<file path="src/rtl/mdu_sequencer.sv">
// mdu_sequencer: iterative RV32M/RV64M multiply/divide sequencer for the EX stage.
// Detects M-extension R-type ops, stalls the front of the pipe while it works, and
// presents a one-cycle-valid Result for the EX/MEM register.
// Build option: define MDU_FAST_MUL_EN to replace the shift-add multiply with a
// single-cycle signed (XLEN+1)x(XLEN+1) product (divide is unaffected).
module mdu_sequencer #(
    parameter int XLEN = 32
) (
    input  logic            clk,
    input  logic            reset,
    input  logic            valid_in,
    input  logic            flush,
    input  logic [1:0]      ALUOp,
    input  logic [6:0]      Funct7,
    input  logic [2:0]      Funct3,
    input  logic [XLEN-1:0] SrcA,
    input  logic [XLEN-1:0] SrcB,
    output logic            MExt,
    output logic            Stall,
    output logic            ResultValid,
    output logic [XLEN-1:0] Result
);
    // state  | meaning
    // IDLE   | waiting for an M-op; issue cycle stalls combinationally
    // BUSY   | one multiply/divide step per cycle, counter walks down to 0
    // DONE   | sign fix-up applied, Result valid for one cycle, pipe released

    localparam int CW = $clog2(XLEN);
    localparam logic [XLEN-1:0] MOST_NEG = {1'b1, {(XLEN-1){1'b0}}};

    typedef enum logic [1:0] {S_IDLE, S_BUSY, S_DONE} state_t;

    state_t              state_q, state_d;
    logic [CW-1:0]       cnt_q, cnt_d;
    logic [2:0]          op_q, op_d;
    logic [XLEN-1:0]     a_q, a_d;
    logic [XLEN-1:0]     b_q, b_d;
    logic [2*XLEN-1:0]   acc_q, acc_d;
    logic                neg_q, neg_d;
    logic                spec_q, spec_d;
    logic [XLEN-1:0]     spec_val_q, spec_val_d;
    logic [XLEN-1:0]     result_q, result_d;
`ifdef MDU_FAST_MUL_EN
    logic                a_ext_q, a_ext_d;
    logic                b_ext_q, b_ext_d;
    logic signed [2*XLEN+1:0] fast_prod;
`else
    logic [XLEN:0]       mul_sum;
`endif

    logic                start;
    logic                is_div, a_signed, b_signed, sign_a, sign_b;
    logic                div_zero, div_ovf;
    logic [XLEN-1:0]     abs_a, abs_b;
    logic [2*XLEN-1:0]   mul_next;
    logic [XLEN:0]       div_sh, div_trial;
    logic [XLEN-1:0]     div_rem;
    logic                div_bit;
    logic [2*XLEN-1:0]   full_mag;
    logic [XLEN-1:0]     div_pick, div_val, fix;

    // Decode and operand conditioning for the instruction currently in ID/EX
    always_comb begin
        MExt     = (ALUOp == 2'b10) && (Funct7 == 7'b0000001);
        start    = valid_in && MExt && !flush;
        is_div   = Funct3[2];
        // MUL/MULH/MULHSU treat rs1 as signed; only MULH treats rs2 as signed
        // (MUL's low half is sign-agnostic, so it shares the MULH path).
        a_signed = is_div ? ~Funct3[0] : (Funct3[1:0] != 2'b11);
        b_signed = is_div ? ~Funct3[0] : ~Funct3[1];
        sign_a   = a_signed & SrcA[XLEN-1];
        sign_b   = b_signed & SrcB[XLEN-1];
        abs_a    = sign_a ? -SrcA : SrcA;
        abs_b    = sign_b ? -SrcB : SrcB;
        div_zero = is_div && (SrcB == '0);
        div_ovf  = is_div && !Funct3[0] && (SrcA == MOST_NEG) && (SrcB == '1);
    end

    // One multiply step and one restoring-divide step on the shared accumulator
    always_comb begin
`ifdef MDU_FAST_MUL_EN
        fast_prod = $signed({a_ext_q, a_q}) * $signed({b_ext_q, b_q});
        mul_next  = (2*XLEN)'(fast_prod);
`else
        // Multiplier sits in the low half and shifts out one bit per step.
        mul_sum   = {1'b0, acc_q[2*XLEN-1:XLEN]} + (acc_q[0] ? {1'b0, a_q} : '0);
        mul_next  = {mul_sum, acc_q[XLEN-1:1]};
`endif
        // Remainder in the high half, dividend/quotient bits shift through the low half.
        div_sh    = {acc_q[2*XLEN-1:XLEN], acc_q[XLEN-1]};
        div_trial = div_sh - {1'b0, b_q};
        if (!div_trial[XLEN]) begin
            div_rem = div_trial[XLEN-1:0];
            div_bit = 1'b1;
        end else begin
            div_rem = div_sh[XLEN-1:0];
            div_bit = 1'b0;
        end
    end

    // Final sign fix-up and special-case override, consumed in DONE
    always_comb begin
        full_mag = neg_q ? -acc_q : acc_q;
        div_pick = op_q[1] ? acc_q[2*XLEN-1:XLEN] : acc_q[XLEN-1:0];
        div_val  = neg_q ? -div_pick : div_pick;
        if (op_q[2]) begin
            fix = spec_q ? spec_val_q : div_val;
        end else if (op_q[1:0] == 2'b00) begin
            fix = full_mag[XLEN-1:0];
        end else begin
            fix = full_mag[2*XLEN-1:XLEN];
        end
    end

    // Next-state and datapath register updates
    always_comb begin
        state_d    = state_q;
        cnt_d      = cnt_q;
        op_d       = op_q;
        a_d        = a_q;
        b_d        = b_q;
        acc_d      = acc_q;
        neg_d      = neg_q;
        spec_d     = spec_q;
        spec_val_d = spec_val_q;
        result_d   = result_q;
`ifdef MDU_FAST_MUL_EN
        a_ext_d    = a_ext_q;
        b_ext_d    = b_ext_q;
`endif
        case (state_q)
            S_IDLE: begin
                if (start) begin
                    state_d    = S_BUSY;
                    op_d       = Funct3;
                    a_d        = abs_a;
                    b_d        = abs_b;
                    // Quotient and products take sA^sB; remainders follow the dividend.
                    neg_d      = (is_div && Funct3[1]) ? sign_a : (sign_a ^ sign_b);
                    spec_d     = div_zero || div_ovf;
                    if (div_zero) begin
                        spec_val_d = Funct3[1] ? SrcA : '1;
                    end else begin
                        spec_val_d = Funct3[1] ? '0 : SrcA;
                    end
                    acc_d      = {{XLEN{1'b0}}, (is_div ? abs_a : abs_b)};
                    cnt_d      = CW'(XLEN - 1);
`ifdef MDU_FAST_MUL_EN
                    if (!is_div) begin
                        // Signed product handles the signs itself; no fix-up needed.
                        a_d     = SrcA;
                        b_d     = SrcB;
                        a_ext_d = sign_a;
                        b_ext_d = sign_b;
                        neg_d   = 1'b0;
                        cnt_d   = '0;
                    end
`endif
                end
            end
            S_BUSY: begin
                acc_d = op_q[2] ? {div_rem, acc_q[XLEN-2:0], div_bit} : mul_next;
                if (cnt_q == '0) begin
                    state_d = S_DONE;
                end else begin
                    cnt_d = cnt_q - CW'(1);
                end
            end
            S_DONE: begin
                // The stalled instruction is still in ID/EX, so valid_in is not looked at.
                state_d = S_IDLE;
                if (!flush) begin
                    result_d = fix;
                end
            end
            default: state_d = S_IDLE;
        endcase
        if (flush) begin
            state_d = S_IDLE;
        end
    end

    // State and datapath registers with synchronous reset
    always_ff @(posedge clk) begin
        if (reset) begin
            state_q    <= S_IDLE;
            cnt_q      <= '0;
            op_q       <= '0;
            a_q        <= '0;
            b_q        <= '0;
            acc_q      <= '0;
            neg_q      <= 1'b0;
            spec_q     <= 1'b0;
            spec_val_q <= '0;
            result_q   <= '0;
`ifdef MDU_FAST_MUL_EN
            a_ext_q    <= 1'b0;
            b_ext_q    <= 1'b0;
`endif
        end else begin
            state_q    <= state_d;
            cnt_q      <= cnt_d;
            op_q       <= op_d;
            a_q        <= a_d;
            b_q        <= b_d;
            acc_q      <= acc_d;
            neg_q      <= neg_d;
            spec_q     <= spec_d;
            spec_val_q <= spec_val_d;
            result_q   <= result_d;
`ifdef MDU_FAST_MUL_EN
            a_ext_q    <= a_ext_d;
            b_ext_q    <= b_ext_d;
`endif
        end
    end

    // Pipeline-facing outputs; a flush in DONE squashes the result presentation
    always_comb begin
        Stall       = !reset && (((state_q == S_IDLE) && start) || (state_q == S_BUSY));
        ResultValid = !reset && (state_q == S_DONE) && !flush;
        Result      = ResultValid ? fix : result_q;
    end

endmodule

</file>
<file path="config.mk">
export PLATFORM = sky130hd
export DESIGN_NAME = mdu_sequencer
export DESIGN_NICKNAME = d
export VERILOG_FILES = /design/src/rtl/mdu_sequencer.sv
export SDC_FILE = /design/constraint.sdc
export NUM_CORES = 1
export LEC_CHECK = 0
export CORE_MARGIN = 1
export CORE_UTILIZATION = 48
export CTS_BUF_LIST = sky130_fd_sc_hd__clkbuf_4
export DETAILED_ROUTE_END_ITERATION = 8
export PLACE_DENSITY = 0.67
export SKIP_CTS_REPAIR_TIMING = 1
export SYNTH_ARGS = -nofsm -noshare
export SYNTH_HDL_FRONTEND = slang
export SYNTH_SLANG_ARGS = --single-unit
</file>
<file path="constraint.sdc">
create_clock -name clk -period 13.6 [get_ports clk]
set_clock_uncertainty 0.05 [all_clocks]
set_input_delay 2.72 -clock clk [delete_from_list [all_inputs] [get_ports clk]]
set_output_delay 2.72 -clock clk [all_outputs]
set_load 0.05 [all_outputs]
</file>
* Word level (Yosys, flattened, before mapping) *
Index checks and enable logic that the tools add are counted.

cells by class
  add/sub/neg operators = 7
  eq/ne operators = 10
  mux-type cells = 28
  bitwise gates (word level) = 6
  reductions and logical operators = 28

operator list
  kind                                              count
  two-way mux 32 bit                                14
  two-way mux 64 bit                                3
  one-hot mux 64 bit (2 select lines)               1
  negation 32 bit                                   3
  == test 32 bit, second input constant             2
  negation 64 bit                                   1
  adder 32 x 32 -> 33 bit                           1
  subtractor 33 x 32 -> 33 bit                      1
  logical NOT 32 bit                                1
  logical AND 1 bit                                 12
  two-way mux 5 bit                                 2
  one-hot mux 5 bit (2 select lines)                1
  inequality test 2 bit, second input constant      4
  AND reduction 2 bit                               4
  == test 7 x 1 -> 1 bit, second input constant     1
  logical NOT 5 bit                                 1
  subtractor 5 x 1 -> 5 bit, second input constant  1
  == test 2 bit, second input constant              2
  logical NOT 2 bit                                 2
  two-way mux 1 bit                                 4
  two-way mux 2 bit                                 2
  one-hot mux 2 bit (2 select lines)                1
  logical NOT 1 bit                                 3
  NOT 1 bit                                         3
  7 further kinds                                   9

storage, ports and cells
  register bits = 204
  output and inout bits = 35
  word-level logic and storage cells = 89

* Depth between registers and ports, before layout *
Gate-level depths: netlist (run 1).

  word-level depth = 7
  gate-level depth with buffers = 16
  depth with buffers taken out = 14

* Worst setup path before layout (run 1) *
No wires, ideal clock.

  path type = input to output
  from = input port Funct7[3]
  to = output port Stall
  arrival = 5.019 ns
  data required time = 10.830 ns
  path slack = 5.811 ns
  cell stages on the path = 7
  path buffers = 3
  cells stage by stage = nor4b_1 -> nand4_1 -> or4_1 -> clkbuf_1 -> clkbuf_1 -> buf_1 -> a21oi_1

between the ends
  cells in the longest elaborated chain, start to end = 7

RTL lines
  what                            line  RTL
  start: declaration              14    input logic [6:0] Funct7,
  == test 7 x 1 -> 1 bit          64    MExt = (ALUOp == 2'b10) && (Funct7 == 7'b0000001);
  logical AND 1 bit               64
  logical AND 1 bit (2 in a row)  65    start = valid_in && MExt && !flush;
  logical AND 1 bit               220   Stall = !reset && (((state_q == S_IDLE) && start) || (state_q == S_BUSY));
  logical OR 1 bit                220
  logical AND 1 bit               220
  end: declaration                19    output logic Stall,

Every way passes these cells.

* Final worst setup path (run 1) *
  from = input port flush
  to = output port Result[31]

between the ends
  cells in the longest elaborated chain, start to end = 3

RTL lines
  what                line  RTL
  start: declaration  12    input logic flush,
  logical NOT 1 bit   221   ResultValid = !reset && (state_q == S_DONE) && !flush;
  logical AND 1 bit   221
  two-way mux 32 bit  222   Result = ResultValid ? fix : result_q;
  end: declaration    21    output logic [XLEN-1:0] Result

Every way passes these cells.

==> results of run 1 <==
[power groups by stage]
stage | Clock, mW | Combinational (mW) | Sequential [mW]
3_5_place_dp | 0 | 0.131 | 0.611
5_1_grt | 0.588 | 0.140 | 0.597
6_report | 0.551 | 0.134 | 0.598
3_3_place_gp | 0 | 0.130 | 0.611
2_1_floorplan | 0 | 0.0642 | 0.611
4_1_cts | 0.559 | 0.131 | 0.598
[cell families after synthesis]
family / count (synthesis) / share of synthesized area [%]
flip-flops: 204 / 23.2
AND/OR/NAND/NOR: 789 / 21.6
multiplexers: 90 / 5.21
buffers and inverters: 257 / 5.67
adder cells (fa/ha/maj): 105 / 7.10
AO/OA/AOI/OAI: 732 / 27.5
XOR/XNOR: 196 / 9.76
[state kept, by name, summed over array words and instances, names as in the netlist]
| register | flops |
|---|---|
| spec_val_q | 32 |
| b_q | 32 |
| op_q | 3 |
| acc_q | 64 |
| a_q | 32 |
| state_q | 2 |
| spec_q | 1 |
| result_q | 32 |
| cnt_q | 5 |
| neg_q | 1 |
[worst max-delay path, cell delays in order]
cell and delay [ns]:
clkdlybuf4s50_1 0.53, or3_2 0.52, buf_4 0.30, inv_1 0.29, nand2_1 0.19, o22ai_1 0.32
a21o_1 0.14, clkdlybuf4s50_1 0.80
[cell usage after synthesis (all sizes together), types with 64 or more instances]
cell type    n
xor2        73
ha          71
o21ai      127
inv         64
nor2       219
a21o        72
mux2i       78
clkbuf     168
dfxtp      204
xnor2      123
nand2      269
a211oi     140
a21oi      205
[layout make-up]
| cell class | instances | area share (%) |
|---|---|---|
| Tap cell | 461 | 2.97 |
| Clock buffer | 82 | 3.16 |
| Multi-Input combinational cell | 1912 | 64.5 |
| Sequential cell | 204 | 21.0 |
| Timing Repair Buffer | 139 | 6.82 |
| Antenna cell | 2 | 0.0257 |
| Inverter | 66 | 1.27 |
| Clock inverter | 9 | 0.225 |
[routing by layer]
layer  up-vias  GRT usage, %  part of all wire (%)
li1       8612             -                     -
met1      8646          47.1                    43
met2       910          52.4                    43
met3       133          7.78                   9.8
met4         0          14.6                   4.1
met5         -             0                     0
[cells in the final DEF (no fill, tap or decap), types with 72 or more instances in the layout]
master           count
xor2_1              73
a21oi_1            205
clkdlybuf4s50_1    113
xnor2_1            122
a211oi_1           140
o21ai_0            118
mux2i_1             78
dfxtp_1            200
clkbuf_4            82
a21o_1              72
nand2_1            269
nor2_1             217
[worst paths after layout]
check	startpoint	to	slack (ns)	cells past startpoint
max	flush	Result[31]	4.99	8
min	result_q[27]	result_q[27]	0.39	2
max reg2reg	acc_q[31]	acc_q[47]	8.95	14
min reg2reg	result_q[27]	result_q[27]	0.39	2
[per-stage QoR]
step | std cells | worst slack (ns) | hold slack [ns]
floorplan | 2373 | 5.81 | 0.373
global placement | 2782 | 5.05 | 0.381
detailed placement | 2782 | 4.99 | 0.384
CTS | 2873 | 4.98 | 0.394
global route | 2875 | 4.79 | 0.411
finish | 2875 | 4.99 | 0.392
==> impl_results.md, run 1 <==
* Share of cells above drive strength 1 at ~7.3%
* Util after Layout at between 50 and 60%
* Worst EP required at around 11 ns
* Failing checks: DRC
* Pre-Repair DR Iteration Count at 8
* First-pass GRT wire length at around 100000 µm
* Reg clk slew, reported paths at about 0.06 ns
* Synth unique cells at slightly above 80
* GRT overflow at 0
* Pwr Total at roughly 1.3 mW
* P_sw at 365 µW
* CTS tree: yes
* Switching fraction of total power at between 20% and 30%
* Remaining DRCs at 1
* Post-synth top area cell: dfxtp_1
* Reg power frac at a little under half
* Ranking of synthesized cells by area: dfxtp_1, xnor2_1, a211oi_1
* GRT Util Overall at between 30% and 40%
* Core Rows at between 60 and 70
* Starting DRC count in detailed routing at between 2000 and 2500
* Worst-margin pin slew at about 1.1 ns
* Vias in the first global route at 16700
* Setup crit end kind: primary output
* CP arrival at 5.84 ns
* Wire per inst at 23.1 µm
* Final setup vio count at 0
* CTS sink count at a little over 200
* Core area at between 0.03 and 0.04 mm²
* Asr flop ratio synth at 0%
* Final Slew Violations at 0
* Peak VDD IR at slightly above 0.00005 V
* PD cells at 65.9 mW/mm²
* Maxcap violations at 0
* RSZ-0062 raised after global routing: false
* FF+latch count, synth at between 200 and 250
* CTS Buf Count at 56
* Critical Path Start Type: primary input
* Clock power share at between 40% and 50%
* Share of synthesized area occupied by flip-flops and latches at between 20 and 25%
* Layout area overhead at 10.6%
* HPWL reported at the end of detailed placement at around 51000 µm
* Syn Nets at roughly 2500
* Largest net degree at the start of global routing at 95
* P_leak at roughly 7.8 nW
* Clock tree buffer depth at 3
* Fin nets at between 2000 and 3000
* Global placement routability congestion at 1.01
* Max Fclk at around 120 MHz
* Area of the multi-input gates at 0.0125 mm²
* Fin crit period at approximately 8.6 ns
* Top cell type's share of synthesized area at between 20% and 30%
* DIE AREA at ~0.037 mm²
* Die Y at slightly below 200 µm
* Initial Util at between 40% and 50%
* Register area at between 0.004 and 0.005 mm²
* H-tree depth at 2
* Die Wd at between 150 and 200 µm
* Cell count after synthesis at between 2000 and 2500
* Int Pwr at about 920 µW
* Via density per instance at 6.37
* Synth warn at 0
* WL final at roughly 67000 µm
* DR vias at between 15000 and 20000
* Kind of critical path: in -> out
* # port buffers at ~110
* HP Class: reg -> reg
* Worst skew pair latency at 0.82 ns
* Main flop type after synthesis: dfxtp_1
* Logic pwr share at about a tenth
* Placed cell area at ~0.019 mm²
* Post-synthesis cell area at 0.0176 mm²
* Count of final hold-check violations at 0
* Status: finished with violations
* Setup tns final at 0 ns
* Post-route ant nets at 0
* Fin crit share at between 60% and 70%
* Filler cell count at about 3500
* Post-synth EDFFs at 0
* Post-synthesis area per instance at around 7.4 µm²
* Initial antenna violation count at 2
* Rel. slew slack at between 20% and 30%
* CTS root buf: clkbuf_4
* Worst Path Max Fanout at 55
* Design Area, Final at roughly 0.019 mm²
* I/O pins at about 120
Power figures use the tool's default switching activity.
==> run 2, diff against run 1 <==
--- a/config.mk
+++ b/config.mk
@@ -9,7 +9,7 @@
 export CORE_UTILIZATION = 48
 export CTS_BUF_LIST = sky130_fd_sc_hd__clkbuf_4
 export DETAILED_ROUTE_END_ITERATION = 8
-export PLACE_DENSITY = 0.67
+export PLACE_DENSITY = 0.69
 export SKIP_CTS_REPAIR_TIMING = 1
 export SYNTH_ARGS = -nofsm -noshare
 export SYNTH_HDL_FRONTEND = slang
==> constraint.sdc (replaced) <==
create_clock -name clk -period 7.64 [get_ports clk]
set_clock_uncertainty 0.05 [all_clocks]
set_input_delay 1.528 -clock clk [delete_from_list [all_inputs] [get_ports clk]]
set_output_delay 1.528 -clock clk [all_outputs]
set_load 0.05 [all_outputs]
==> run 2 against run 1 <==
The run still ends with DRC left. Die area unchanged. First-iteration DRC count down 15%. Register-to-register slack got worse by 6.5 ns. Clock power up 89%. Routed wire length is 0.18% lower. Setup slack got worse by 4.3 ns. Cell count is 0.63% higher. Total power up 84%. Hold slack better by 0.00085 ns. Critical endpoint unchanged. Highest routed layer unchanged.
==> impl_results.md, run 2 (synthesis gave the netlist of run 1 again) <==
* Status: finished with violations
* Failing checks: DRC
* Vias in the first global route at 17100 (+2.4%)
* Die Wd at 193 µm (unchanged)
* Initial Util at 49.1% (unchanged)
* Final Slew Violations at 0 (unchanged)
* Largest net degree at the start of global routing at 146 (+54%)
* CTS tree: yes
* H-tree depth at 2 (unchanged)
* CTS root buf: clkbuf_4
* Most frequent cells in the layout: nand2_1, nor2_1, a21oi_1, dfxtp_1, a211oi_1
* HP Class: reg -> reg
* Starting DRC count in detailed routing at 1767 (-15%)
* Pre-Repair DR Iteration Count at 9 (+1)
* First-pass GRT wire length at 102000 µm (+1.1%)
* GRT Util Overall at 34.7% (+0.15 points)
* Setup crit end kind: primary output
* Worst Path Max Fanout at 40 (-27%)
* Count of final hold-check violations at 0 (unchanged)
* Fin nets at 2542 (+0.39%)
* Layout area overhead at 11.4%
* Crit-path cells: buf_4 -> nor3b_1 -> o22ai_1 -> or2_2 -> nand4bb_4 -> or3_1 -> o31ai_1 -> xor2_1 -> mux2i_1 -> o22ai_1 -> a21o_1 -> clkdlybuf4s50_1
* Core Rows at 69 (unchanged)
* Filler cell count at 3441 (-1.4%)
* Fin crit share at between 90% and 100%
* DR vias at 18200 (-0.38%)
* Global placement routability congestion at 1.04 (+2.7%)
* I/O pins at 115 (unchanged)
* Post-route ant nets at 0 (unchanged)
* Max FFs per register at 64 (unchanged)
* HPWL reported at the end of detailed placement at 50100 µm (-1.1%)
* CP arrival at 5.42 ns (-0.42 ns)
* Max Fclk at around 140 MHz
* Worst skew pair latency at 0.85 ns (+0.03 ns)
* Clock tree buffer depth at 3 (unchanged)
* Die Y at 193 µm (unchanged)
* Fin crit period at 6.99 ns
* CTS sink count at 204 (unchanged)
* # port buffers at 114 (unchanged)
* Most common cell on crit path: o22ai_1
* Critical Path Start Type: register
* CP peak stage delay at 0.81 ns (about the same)
* Via density per instance at 6.30 (-1.0%)
* Peak VDD IR at 0.000115 V (+130%)
* Core area at 0.0358 mm² (unchanged)
* Remaining DRCs at 2 (+1)
* GRT overflow at 0 (unchanged)
* Commonest non-fill, non-tap cell in the layout: nand2_1
* Util after Layout at 54.7% (+0.39 points)
* Worst EP required at 6.06 ns (-4.77 ns)
* Share of cells above drive strength 1 at 7.66% (+0.36 points)
* Initial antenna violation count at 3 (+1)
* P_leak at 7.85 nW (+1.0%)
* Most flops, register: acc_q
* Rel. slew slack at 22.0% (-6.4 points)
* Reg clk slew, reported paths at 0.07 ns (about the same)
* Maxcap violations at 0 (unchanged)
* RSZ-0062 raised after global routing: false
* DIE AREA at 0.0374 mm² (unchanged)
* CTS Buf Count at 58 (+3.6%)
* Worst-margin pin slew at 1.16 ns (+0.0960 ns)
* Final setup vio count at 0 (unchanged)
* Setup tns final at 0 ns (unchanged)
* PD cells at 120 mW/mm² (+83%)
* WL final at 66400 µm (-0.18%)
* Crit-path slowest cell: clkdlybuf4s50_1
* Wire per inst at 23.0 µm (-0.80%)
* Kind of critical path: reg -> out
## run 2: cell count changes in the layout (fill, tap and decap cells not counted)
cell and change:
buf_4 +7, clkinv_1 +7, clkbuf_4 +3, buf_12 +1
bufinv_16 +1, clkinv_2 -1, clkinvlp_4 -1, diode_2 +1
## run 2: final timing paths
| path | start | end | slack, ns | depth (start not counted) |
|---|---|---|---|---|
| hold reg to reg | result_q[27] | result_q[27] | 0.39 | 2 |
| setup reg to reg | acc_q[31] | acc_q[47] | 2.48 | 14 |
| hold / removal | result_q[27] | result_q[27] | 0.39 | 2 |
| setup / recovery | op_q[1] | Result[31] | 0.65 | 12 |
## run 2: final cells by class
cell class | count | area [µm²] | area share (%)
sequential | 204 | 4090 | 20.9
clock buffer | 85 | 638 | 3.26
tap | 461 | 577 | 2.94
multi-input combinational | 1912 | 12500 | 64.0
antenna | 3 | 7.51 | 0.0383
clock inverter | 15 | 87.6 | 0.447
inverter | 66 | 248 | 1.26
timing repair buffer | 147 | 1400 | 7.14
## run 2: power by group
group	switching (mW)	internal, mW	leakage, nW
registers	0.000548	1.06	1.64
clock network	0.507	0.538	0.433
logic	0.163	0.0871	5.78
## run 2: per-layer routing
layer	track usage (%)	up-vias	part of all wire [%]
met5	0	-	0
met4	14.7	0	4.1
met3	7.29	157	8.8
met2	53.3	834	44
met1	47.0	8613	44
li1	-	8628	-
## run 2: critical path, delay by kind of cell (launching register included)
family / cells / cell delay, ns
multiplexers: 1 / 0.12
XOR/XNOR: 1 / 0.19
buffers and inverters: 2 / 1.36
AO/OA/AOI/OAI: 4 / 0.82
flip-flops: 1 / 0.76
AND/OR/NAND/NOR: 4 / 1.36
## run 2: per-stage QoR
stage	hold WS (ns)	power [mW]	area, µm²	std cells	setup slack [ns]
floorplan	0.373	1.20	17600	2373	1.07
global route	0.415	2.44	19600	2893	0.344
detailed placement	0.385	1.33	18900	2790	1.51
CTS	0.395	2.37	19600	2890	0.637
global placement	0.381	1.33	18900	2790	1.54
finish	0.392	2.36	19600	2893	0.645
==> variant: new RTL, config.mk and constraints of run 2 <==
Make the reset (`reset`) asynchronous in one clocked block. Comments in the files are not updated.
--- a/src/rtl/mdu_sequencer.sv
+++ b/src/rtl/mdu_sequencer.sv
@@ -181,7 +181,7 @@
     end
 
     // State and datapath registers with synchronous reset
-    always_ff @(posedge clk) begin
+    always_ff @(posedge clk or posedge reset) begin
         if (reset) begin
             state_q    <= S_IDLE;
             cnt_q      <= '0;
Function: no difference found for any inputs over 10 cycles, from zero or initial values and one cycle with reset high; that may be too few to reach the edited logic, so the function may still have changed.
==> variant against run 2 <==
- final cell count rose by 2.7%
- sequential cell count did not move
- count of clock-buffer cells in the layout rose by 4
- critical path depth rose by 1
- worst setup slack got worse by 74 ps
- synthesized area rose by 5.1%
- first-iteration DRC count fell by 3.1%
- critical path type unchanged
- register-to-register slack improved by 580 ps
- final area rose by 3.5%
- routed wire length fell by 1.4%
Power is not compared: it rests on default switching activity, and its combinational part moved more than twofold at a synthesized area within 25%.
==> variant: results (changes against run 2) <==
Run status
  • Status: finished clean

Worst setup path
  • Worst reg2reg path depth: 11 (-3)
  • CP max stage delay: 820 ps
  • Cell family with most CP delay: simple AND/OR/NAND/NOR gates
  • FF-to-FF End: acc_q[63]
  • FF-to-FF Start: acc_q[0]
  • Crit path to: Result[28]
  • Startpoint types: flop
  • Worst Path Arrival: 5490 ps (+70 ps)
  • R2R setup slack: 3060 ps (+580 ps)
  • Worst-path maximum fanout: 38 (-5.0%)

Clock tree
  • Root Buffer: clkbuf_4
  • CTS buffer count: 59 (+1.7%)
  • H-tree depth: 2 (unchanged)
  • Clock Tree Buf Depth: 3 (unchanged)

GRT
  • Antenna violations before repair: 2 (-1)
  • Global-route usage over all layers: 33.7% (-1.0 points)
  • Vias in the first global route: 17400 (+1.6%)
  • First-pass GRT wire length: 101 mm (-0.51%)
  • Pin count of the biggest net entering global routing: 162 (+11%)

Placed design
  • Final HPWL DP: 48.7 mm (-2.9%)
  • Post-Place Cells: 2860 (+2.5%)
  • GPL Wtd Cong: 1.02 (-2.1%)
  • Number of port buffers: 114 (unchanged)

Synth
  • Synth Area in Compound Gates: 24.4% (-3.1 points)
  • FFs w/ async S/R, synth: 100% (+100 points)
  • Adder-cell share of the synthesized area: 6.76% (-0.35 points)
  • Area contributors post-synth: dfrtp_1 (28%), o21ai_0 (7.4%), nand2_1 (7.3%)
  • Mapped Cells: 2399 (+1.1%)
  • Commonest cells in the netlist: nand2_1 (358), o21ai_0 (275), dfrtp_1 (204)
  • Synth Net Count: 2552 (+1.0%)
  • Post-synthesis mux area share: 4.24% (-0.97 points)
  • XOR/XNOR Fraction of Synth Area: 9.67% (-0.095 points)
  • Sequential area share after synthesis: 27.6% (+4.4 points)
  • Count of different cell masters after synthesis: 92 (+11%)

Power
  • Static leakage: 8.80 nW
  • Cell internal pwr: 2.05 mW

Layout
  • Finished Layout Cells: 2970 (+2.7%)
  • Max reg flops: 64 (unchanged)
  • Layout Nets: 2563 (+0.83%)
  • Most flop-heavy register: acc_q
  • Share of cells above drive strength 1: 7.73% (+0.076 points)
  • Filler instances: 3648 (+6.0%)

Route
  • Via count: 18100 (-0.91%)
  • Drt first pass iters: 7 (-2)
  • Mean routed wirelength per cell: 22.1 um (-3.9%)
  • Violation count after the first detailed-route iteration: 1713 (-3.1%)

Timing
  • Worst slew pin tran: 1210 ps (+43.6 ps)
variant: power groups by stage:
stage	combinational [mW]	sequential [mW]	clock, mW
after global routing	0.968	1.31	1.17
after detailed placement	0.869	1.32	0
after CTS	0.874	1.30	1.11
after floorplan	0.705	1.19	0
final	0.886	1.30	1.09
after global placement	0.859	1.31	0
variant: how the worst min path moves through the flow:
stage               endpoint  slack [ps]          start  cells after the start
2_1_floorplan        a_q[10]         390        a_q[10]                      2
3_3_place_gp          a_q[9]         410         a_q[9]                      2
3_5_place_dp         a_q[11]         410        a_q[11]                      2
4_1_cts              a_q[11]         420        a_q[11]                      2
5_1_grt        spec_val_q[9]         450  spec_val_q[9]                      2
6_report             a_q[11]         420        a_q[11]                      2
variant: final cells by class:
class | count | area (sq um) | share of cell area [%]
antenna | 2 | 5.00 | 0.0247
clock buffer | 89 | 668 | 3.29
clock inverter | 19 | 101 | 0.500
inverter | 104 | 394 | 1.94
multi-input combinational | 1898 | 12000 | 59.2
sequential | 204 | 5110 | 25.2
tap | 511 | 639 | 3.15
timing repair buffer | 143 | 1370 | 6.73
variant: logic make-up after synthesis:
| logic type | after synthesis |
|---|---|
| AND/OR/NAND/NOR | 765 |
| multiplexers | 77 |
| buffers and inverters | 297 |
| AO/OA/AOI/OAI | 747 |
| adder cells (fa/ha/maj) | 105 |
| XOR/XNOR | 204 |
| flip-flops | 204 |
variant: worst reg2reg max path, cell delays in order, from the launching register on:
cell and delay, ps:
dfrtp_1 990, and2_1 250, ha_1 270, a2111oi_0 800
a211oi_1 250, o311a_1 410, o21ai_1 360, o211ai_1 250
a221o_1 380, nand3_1 90, a21boi_0 100, o311a_1 290
variant: metrics by stage:
stage	util, %	area (sq um)	setup slack (ps)
after floorplan	-	18500	25.9
after detailed placement	51.7	19500	1480
after CTS	53.7	20300	585
final	53.7	20300	572
after global placement	51.7	19500	1590
after global routing	53.7	20300	242
variant: metal layers:
| metal | track usage [%] | up-vias | share of wire (%) |
|---|---|---|---|
| li1 | - | 8488 | - |
| met1 | 45.1 | 8556 | 43 |
| met2 | 52.7 | 843 | 44 |
| met3 | 6.18 | 179 | 8.3 |
| met4 | 15.3 | 0 | 4.2 |
| met5 | 0 | - | 0 |
